File: config.mk
export PLATFORM = sky130hd
export DESIGN_NAME = dcache_ctrl
export DESIGN_NICKNAME = d
export VERILOG_FILES = /design/src/rtl/dcache_ctrl.sv
export SDC_FILE = /design/constraint.sdc
export NUM_CORES = 1
export LEC_CHECK = 0
export CORE_MARGIN = 10
export CORE_UTILIZATION = 60
export CTS_CLUSTER_SIZE = 40
export DETAILED_ROUTE_END_ITERATION = 12
export GPL_TIMING_DRIVEN = 0
export PLACE_DENSITY = 0.79
export SLEW_MARGIN = 0
export SYNTH_ARGS = -nofsm -noshare
export SYNTH_HDL_FRONTEND = slang
export SYNTH_SLANG_ARGS = --single-unit
File: constraint.sdc
create_clock -name clk -period 4.75 [get_ports clk]
set_clock_uncertainty 0.05 [all_clocks]
set_input_delay 0.7125 -clock clk [delete_from_list [all_inputs] [get_ports clk]]
set_output_delay 0.7125 -clock clk [all_outputs]
set_load 0.005 [all_outputs]
File: src/rtl/dcache_ctrl.sv
// Direct-mapped, write-back, write-allocate data cache between the CPU load/store
// path and a byte-wide handshaked memory; misses are serviced one byte at a time.
module dcache_ctrl #(
   parameter int LINES = 8,
   parameter int BLOCK = 4
) (
   input  logic       clk,
   input  logic       rst,
   input  logic       cpu_read,
   input  logic       cpu_write,
   input  logic [7:0] cpu_address,
   input  logic [7:0] cpu_wdata,
   output logic [7:0] cpu_rdata,
   output logic       cpu_busy_wait,
   output logic       mem_read,
   output logic       mem_write,
   output logic [7:0] mem_address,
   output logic [7:0] mem_wdata,
   input  logic [7:0] mem_rdata,
   input  logic       mem_busy_wait
);
   localparam int IDX_W = $clog2(LINES);
   localparam int OFF_W = $clog2(BLOCK);
   localparam int TAG_W = 8 - IDX_W - OFF_W;
   localparam logic [OFF_W-1:0] LAST_K = OFF_W'(BLOCK - 1);

   typedef enum logic [2:0] {IDLE, WB_REQ, WB_WAIT, FE_REQ, FE_WAIT, UPDATE} state_t;

   state_t           state_q;
   logic [LINES-1:0] valid_q;
   logic [LINES-1:0] dirty_q;
   logic [TAG_W-1:0] tag_q  [LINES];
   logic [7:0]       data_q [LINES][BLOCK];
   logic [OFF_W-1:0] k_q;
   logic             mem_read_q;
   logic             mem_write_q;
   logic [7:0]       mem_address_q;
   logic [7:0]       mem_wdata_q;

   logic [TAG_W-1:0] cpu_tag;
   logic [IDX_W-1:0] idx;
   logic [OFF_W-1:0] off;
   logic             req;
   logic             hit;
   logic             read_hit;
   logic             write_hit;
   logic             miss;

   assign {cpu_tag, idx, off} = cpu_address;

   // Both request lines high together is a no-op, so it can never hit or miss.
   assign req       = cpu_read ^ cpu_write;
   assign hit       = req && valid_q[idx] && (tag_q[idx] == cpu_tag);
   assign read_hit  = hit && cpu_read && (state_q == IDLE);
   assign write_hit = hit && cpu_write && (state_q == IDLE);
   assign miss      = req && !hit && (state_q == IDLE);

   assign cpu_busy_wait = (state_q != IDLE) || miss;
   assign cpu_rdata     = read_hit ? data_q[idx][off] : 8'h00;
   assign mem_read      = mem_read_q;
   assign mem_write     = mem_write_q;
   assign mem_address   = mem_address_q;
   assign mem_wdata     = mem_wdata_q;

   always_ff @(posedge clk) begin
      if (rst) begin
         state_q       <= IDLE;
         k_q           <= '0;
         valid_q       <= '0;
         dirty_q       <= '0;
         mem_read_q    <= 1'b0;
         mem_write_q   <= 1'b0;
         mem_address_q <= 8'h00;
         mem_wdata_q   <= 8'h00;
      end else begin
         case (state_q)
            IDLE: begin
               k_q <= '0;
               if (write_hit) begin
                  data_q[idx][off] <= cpu_wdata;
                  dirty_q[idx]     <= 1'b1;
               end else if (miss) begin
                  // The first byte request is raised on the way out of IDLE.
                  if (valid_q[idx] && dirty_q[idx]) begin
                     state_q       <= WB_REQ;
                     mem_write_q   <= 1'b1;
                     mem_address_q <= {tag_q[idx], idx, {OFF_W{1'b0}}};
                     mem_wdata_q   <= data_q[idx][0];
                  end else begin
                     state_q       <= FE_REQ;
                     mem_read_q    <= 1'b1;
                     mem_address_q <= {cpu_tag, idx, {OFF_W{1'b0}}};
                     valid_q[idx]  <= 1'b0;
                  end
               end
            end
            WB_REQ: begin
               mem_write_q   <= 1'b1;
               mem_address_q <= {tag_q[idx], idx, k_q};
               mem_wdata_q   <= data_q[idx][k_q];
               if (mem_busy_wait) state_q <= WB_WAIT;
            end
            WB_WAIT: begin
               if (!mem_busy_wait) begin
                  mem_write_q <= 1'b0;
                  if (k_q == LAST_K) begin
                     k_q          <= '0;
                     state_q      <= FE_REQ;
                     valid_q[idx] <= 1'b0;
                  end else begin
                     k_q     <= k_q + 1'b1;
                     state_q <= WB_REQ;
                  end
               end
            end
            FE_REQ: begin
               mem_read_q    <= 1'b1;
               mem_address_q <= {cpu_tag, idx, k_q};
               if (mem_busy_wait) state_q <= FE_WAIT;
            end
            FE_WAIT: begin
               if (!mem_busy_wait) begin
                  mem_read_q       <= 1'b0;
                  data_q[idx][k_q] <= mem_rdata;
                  if (k_q == LAST_K) begin
                     k_q     <= '0;
                     state_q <= UPDATE;
                  end else begin
                     k_q     <= k_q + 1'b1;
                     state_q <= FE_REQ;
                  end
               end
            end
            UPDATE: begin
               valid_q[idx] <= 1'b1;
               dirty_q[idx] <= 1'b0;
               tag_q[idx]   <= cpu_tag;
               state_q      <= IDLE;
            end
            default: state_q <= IDLE;
         endcase
      end
   end
endmodule

Yosys cells after proc, flatten, opt, wreduce, memory -nomap -nowiden --
Memories as Yosys holds them, arrays and structs flattened. Index checks and enable logic that the tools add are counted. W data, S select, Z words.
Word-level totals: memory bits (writable) 280, ROM bits 0, output and inout bits 27, latch bits 0, flip-flop bits (word level) 39, memories kept 2, word-level logic and storage cells 205, input port bits 29
Operators by class: divide/modulo/power cells 0, eq/ne operators 18, shifts and indexed selects 0, reduce and logical (&&, ||, !) cells 32, mux-type cells 98, $lt $le $gt $ge 6, multipliers 0, bitwise gates (word level) 40, add/sub/neg operators 1
Memories:
- data_q | depth 8, bits a word 32, rd ports 1, clocked after memory_dff 0, write ports 1, RTL line 33 | logic [7:0] data_q [LINES][BLOCK];
- tag_q | depth 8, bits a word 3, rd ports 1, clocked after memory_dff 0, write ports 1, RTL line 32 | logic [TAG_W-1:0] tag_q [LINES];
Operator list (number):
- $mux W8 | 19
- $mux W32 | 2
- $mux W1 | 51
- $pmux W8 S3 | 2
- $bmux W8 S2 | 2
- $demux W8 S2 | 2
- $or A1 B1 Y1 | 32
- $pmux W8 S2 | 2
- $mux W3 | 7
- $ne A2 B2 Y1 const B | 10
- $and A8 B8 Y8 | 2
- $or A8 B8 Y8 | 2
- $pmux W3 S5 | 1
- $reduce_bool A3 Y1 | 5
- $logic_and A1 B1 Y1 | 12
- $reduce_and A6 Y1 | 2
- $reduce_and A5 Y1 | 2
- $mux W2 | 4
- $not A8 Y8 | 1
- $bmux W1 S3 | 2
- $eq A3 B2 Y1 const B | 2
- $eq A3 B3 Y1 const B | 2
- $ge A3 B3 Y1 const B | 2
- $lt A3 B1 Y1 const B | 2
- other kinds (20) | 25

Depth between registers and ports, before layout --
word-level depth 11, depth in mapped cells 12, gate-level depth less buffers 8

Worst setup path before layout --
OpenSTA, ideal clock, no wires.
path type input to output, from in cpu_address[3], to out cpu_rdata[2], stages on the path 8, slack 1.275 ns, arrival 2.712 ns, path buffers 4, required time 3.988 ns, cells stage by stage buf_2 > buf_2 > buf_2 > buf_2 > mux4_2 > a221o_1 > mux4_2 > nor2b_1
Between the ends: word-level cells in the longest chain between the ends 7, elaborated cells between the ends (all ways) 13, classes of those cells 1 x eq/ne; 6 x mux; 4 x reduce/logical; 2 x memory
RTL lines:
- start: declaration | RTL line 11 | input logic [7:0] cpu_address,
- branches (longest 6 deep; another with $mem_v2 Z8 W32)
- $mux W8 (*) | RTL line 59 | assign cpu_rdata = read_hit ? data_q[idx][off] : 8'h00;
- end: declaration | RTL line 13 | output logic [7:0] cpu_rdata,
Every way passes the cells marked *. The select of a mux whose other input is x is not followed.

Worst setup path in the final report --
from in cpu_address[3], to out cpu_rdata[6]
The elaborated chain is that of the path after synthesis.

==> metrics.txt <==
commonest non-fill, non-tap cell in the layout=edfxtp_1; first-pass GRT wire length=52820 um; placed cells=1216; Layout Nets=1006; Layout area overhead=14.20%; share of cells above drive strength 1=15.45%; GR Overflow Total=0; final slew viol count=0; CTS tree=yes; mapped cell area=13230 um2; Critical Path Fanout Max=10; clock tree sinks=319; relative slew slack=35.92%; Max clock buf depth=3; Inserted Clock Buffers=31; CP startpoint kind=input port; static leakage=4.881 nW; Final Hold Fails=0; final instance area=15110 um2; number of max-cap violations=0; initial antenna violation count=0; core area=21760 um2; syn nets=920; PortBufs=49; worst IR drop on VDD=0.2809 mV; vias in the first global route=8407; Placed Area=14070 um2; Seq/Total Area, Yosys=69.44%; Crit-path slowest cell=clkdlybuf4s50_1; Detailed Route WL=36050 um; FF+latch area=9189 um2; gr usage total=24.55%; Layout Cells excl Fill=1277; Pwr Density=390.8 nW/um2; predominant post-synthesis flop cell=edfxtp_1; Clock Tree Root=clkbuf_16; via count=8712; Worst-Skew Late Latency=570 ps; synth warn=0; Setup violations, final=0; worst-path cell chain=buf_2 > buf_2 > clkbuf_4 > and2_1 > buf_2 > a22oi_1 > and4_1 > mux4_2 > nor2_1 > clkdlybuf4s50_1; area of the multi-input gates=3802 um2; # DRC=0; Die Height=168.5 um; via density per instance=6.822; outcome=complete, no violations; DRT iter0 DRCs=1384; CP max stage delay=530 ps; wire per inst=28.23 um; Ant. Diodes=0; fraction of registers with async set/reset=0%; Initial Utilization=60.82%; Final GP Congestion=0.9319; library cells used by synthesis=62; Post-synth EDFFs=280; RSZ-0062 raised after global routing=true; largest net degree at the start of global routing=15; Worst Path Required=3990 ps; hold buffer count at CTS=0; register bit total from synthesis=319; Post-Synthesis Cells=887; post-layout util=69.46%; critical path endpoint category=primary output; Final HPWL DP=24230 um; Setup Crit Path Kind=in2out; I/O Pins=56; Tcrit/Tclk final=98.77%; fillers=1415; H-tree depth=1; Worst EP arrival=3930 ps; Avg Cell Area, Syn=14.92 um2; most frequent cells in the layout=280 x edfxtp_1, 90 x nor2_1, 90 x a22oi_1; die footprint=28390 um2; 1st-pass router iterations=6; minimum clock period=4691 ps; Final ANT Viol Nets=0; Top cell by count, worst path=buf_2; worst hold-check path type=reg2reg; Worst-Margin Slew=957.7 ps; site row count=54; Peak Freq=213.2 MHz; Worst-path clk slew=60 ps; Die X-Extent=168.5 um
[stage by stage]
stage | setup TNS, ps | total power [mW] | hold WS [ps] | setup WS, ps
after floorplan | 0 | 3.420 | 393.5 | 1275
final | 0 | 5.906 | 403.2 | 58.53
after global placement | -1453 | 3.614 | 386.4 | -262.8
after CTS | 0 | 5.877 | 403.8 | 24.58
after global routing | -44.84 | 6.048 | 448.2 | -44.84
after detailed placement | -1393 | 3.623 | 395.1 | -233.1
[cell families (layout without fill, tap and decap cells)]
| kind of cell | count (synthesis) | count (layout) | synth area share [%] |
|---|---|---|---|
| compound gates | 209 | 209 | 11.61 |
| simple gates | 205 | 205 | 7.309 |
| flops | 319 | 319 | 69.44 |
| xor+xnor | 4 | 4 | 0.2648 |
| mux | 86 | 86 | 8.992 |
| fa+ha+maj | 4 | 4 | 0.3782 |
| buf+inv | 60 | 170 | 2.005 |
[final timing paths]
kind,start,to,slack [ps],depth (start not counted)
setup / recovery,cpu_address[3],cpu_rdata[6],60,10
hold / removal,mem_address[7]$_SDFFE_PP0P_,mem_address[7]$_SDFFE_PP0P_,400,2
setup reg to reg,tag_q[6][1]$_DFFE_PP_,data_q[5][15]$_DFFE_PP_,1150,9
hold reg to reg,mem_address[7]$_SDFFE_PP0P_,mem_address[7]$_SDFFE_PP0P_,400,2
[sequential cells by signal (all words and copies together), names as in the netlist, named ones only]
signal,count
state_q,3
mem_address,8
data_q,256
tag_q,24
mem_write,1
mem_wdata,8
k_q,2
mem_read,1
[power by group]
group	total (mW)	switching, mW	internal, mW	leakage, nW
clock	2.32	1.02	1.30	0.460
sequential	3.08	0.0129	3.06	2.83
combinational	0.508	0.314	0.194	1.59
[per-layer routing]
layer / wire length, um / up-vias / global-route usage, % / share of wire (%)
met2: 16540 / 670 / 38.06 / 46
met1: 12920 / 4233 / 31.93 / 36
met3: 4980 / 112 / 6.670 / 14
li1: - / 3697 / - / -
met4: 1616 / 0 / 10.98 / 4.5
met5: 0 / - / 0 / 0
[synth_stat cells, drive strengths merged, types with 14 or more instances]
master / instances / area [um2]
mux2i: 28 / 292.8
dfxtp: 39 / 780.8
mux4: 21 / 480.5
buf: 27 / 141.4
a21oi: 30 / 172.7
a22oi: 90 / 675.7
nor2: 91 / 344.1
nand2: 40 / 150.1
clkbuf: 28 / 105.1
nor3: 14 / 75.07
edfxtp: 280 / 8408
mux2: 37 / 416.7
o21ai: 20 / 100.1
[layout make-up]
cell class                 count  area share [%]
multi-input combinational    508           25.16
buffer                        54           1.805
inverter                       5          0.1242
clock buffer                  34           5.208
sequential                   319           60.80
tap                          280           2.318
timing repair buffer          54           3.494
clock inverter                23           1.085
[what timing repair did]
item                                   CTS  global route
endpoints found under the hold margin    0             0
cloned                                   0             0
setup endpoints to repair                8             8
gates resized for setup                 14            12
pin swaps                                0             2
setup buffers                            0             5
[critical path, delay by kind of cell]
kind | cells | cell delay (ps)
muxes | 1 | 490
buffers and inverters | 5 | 1710
AOI/OAI and AO/OA | 1 | 120
and+or+nand+nor | 3 | 880
(Power assumes the default switching activity.)
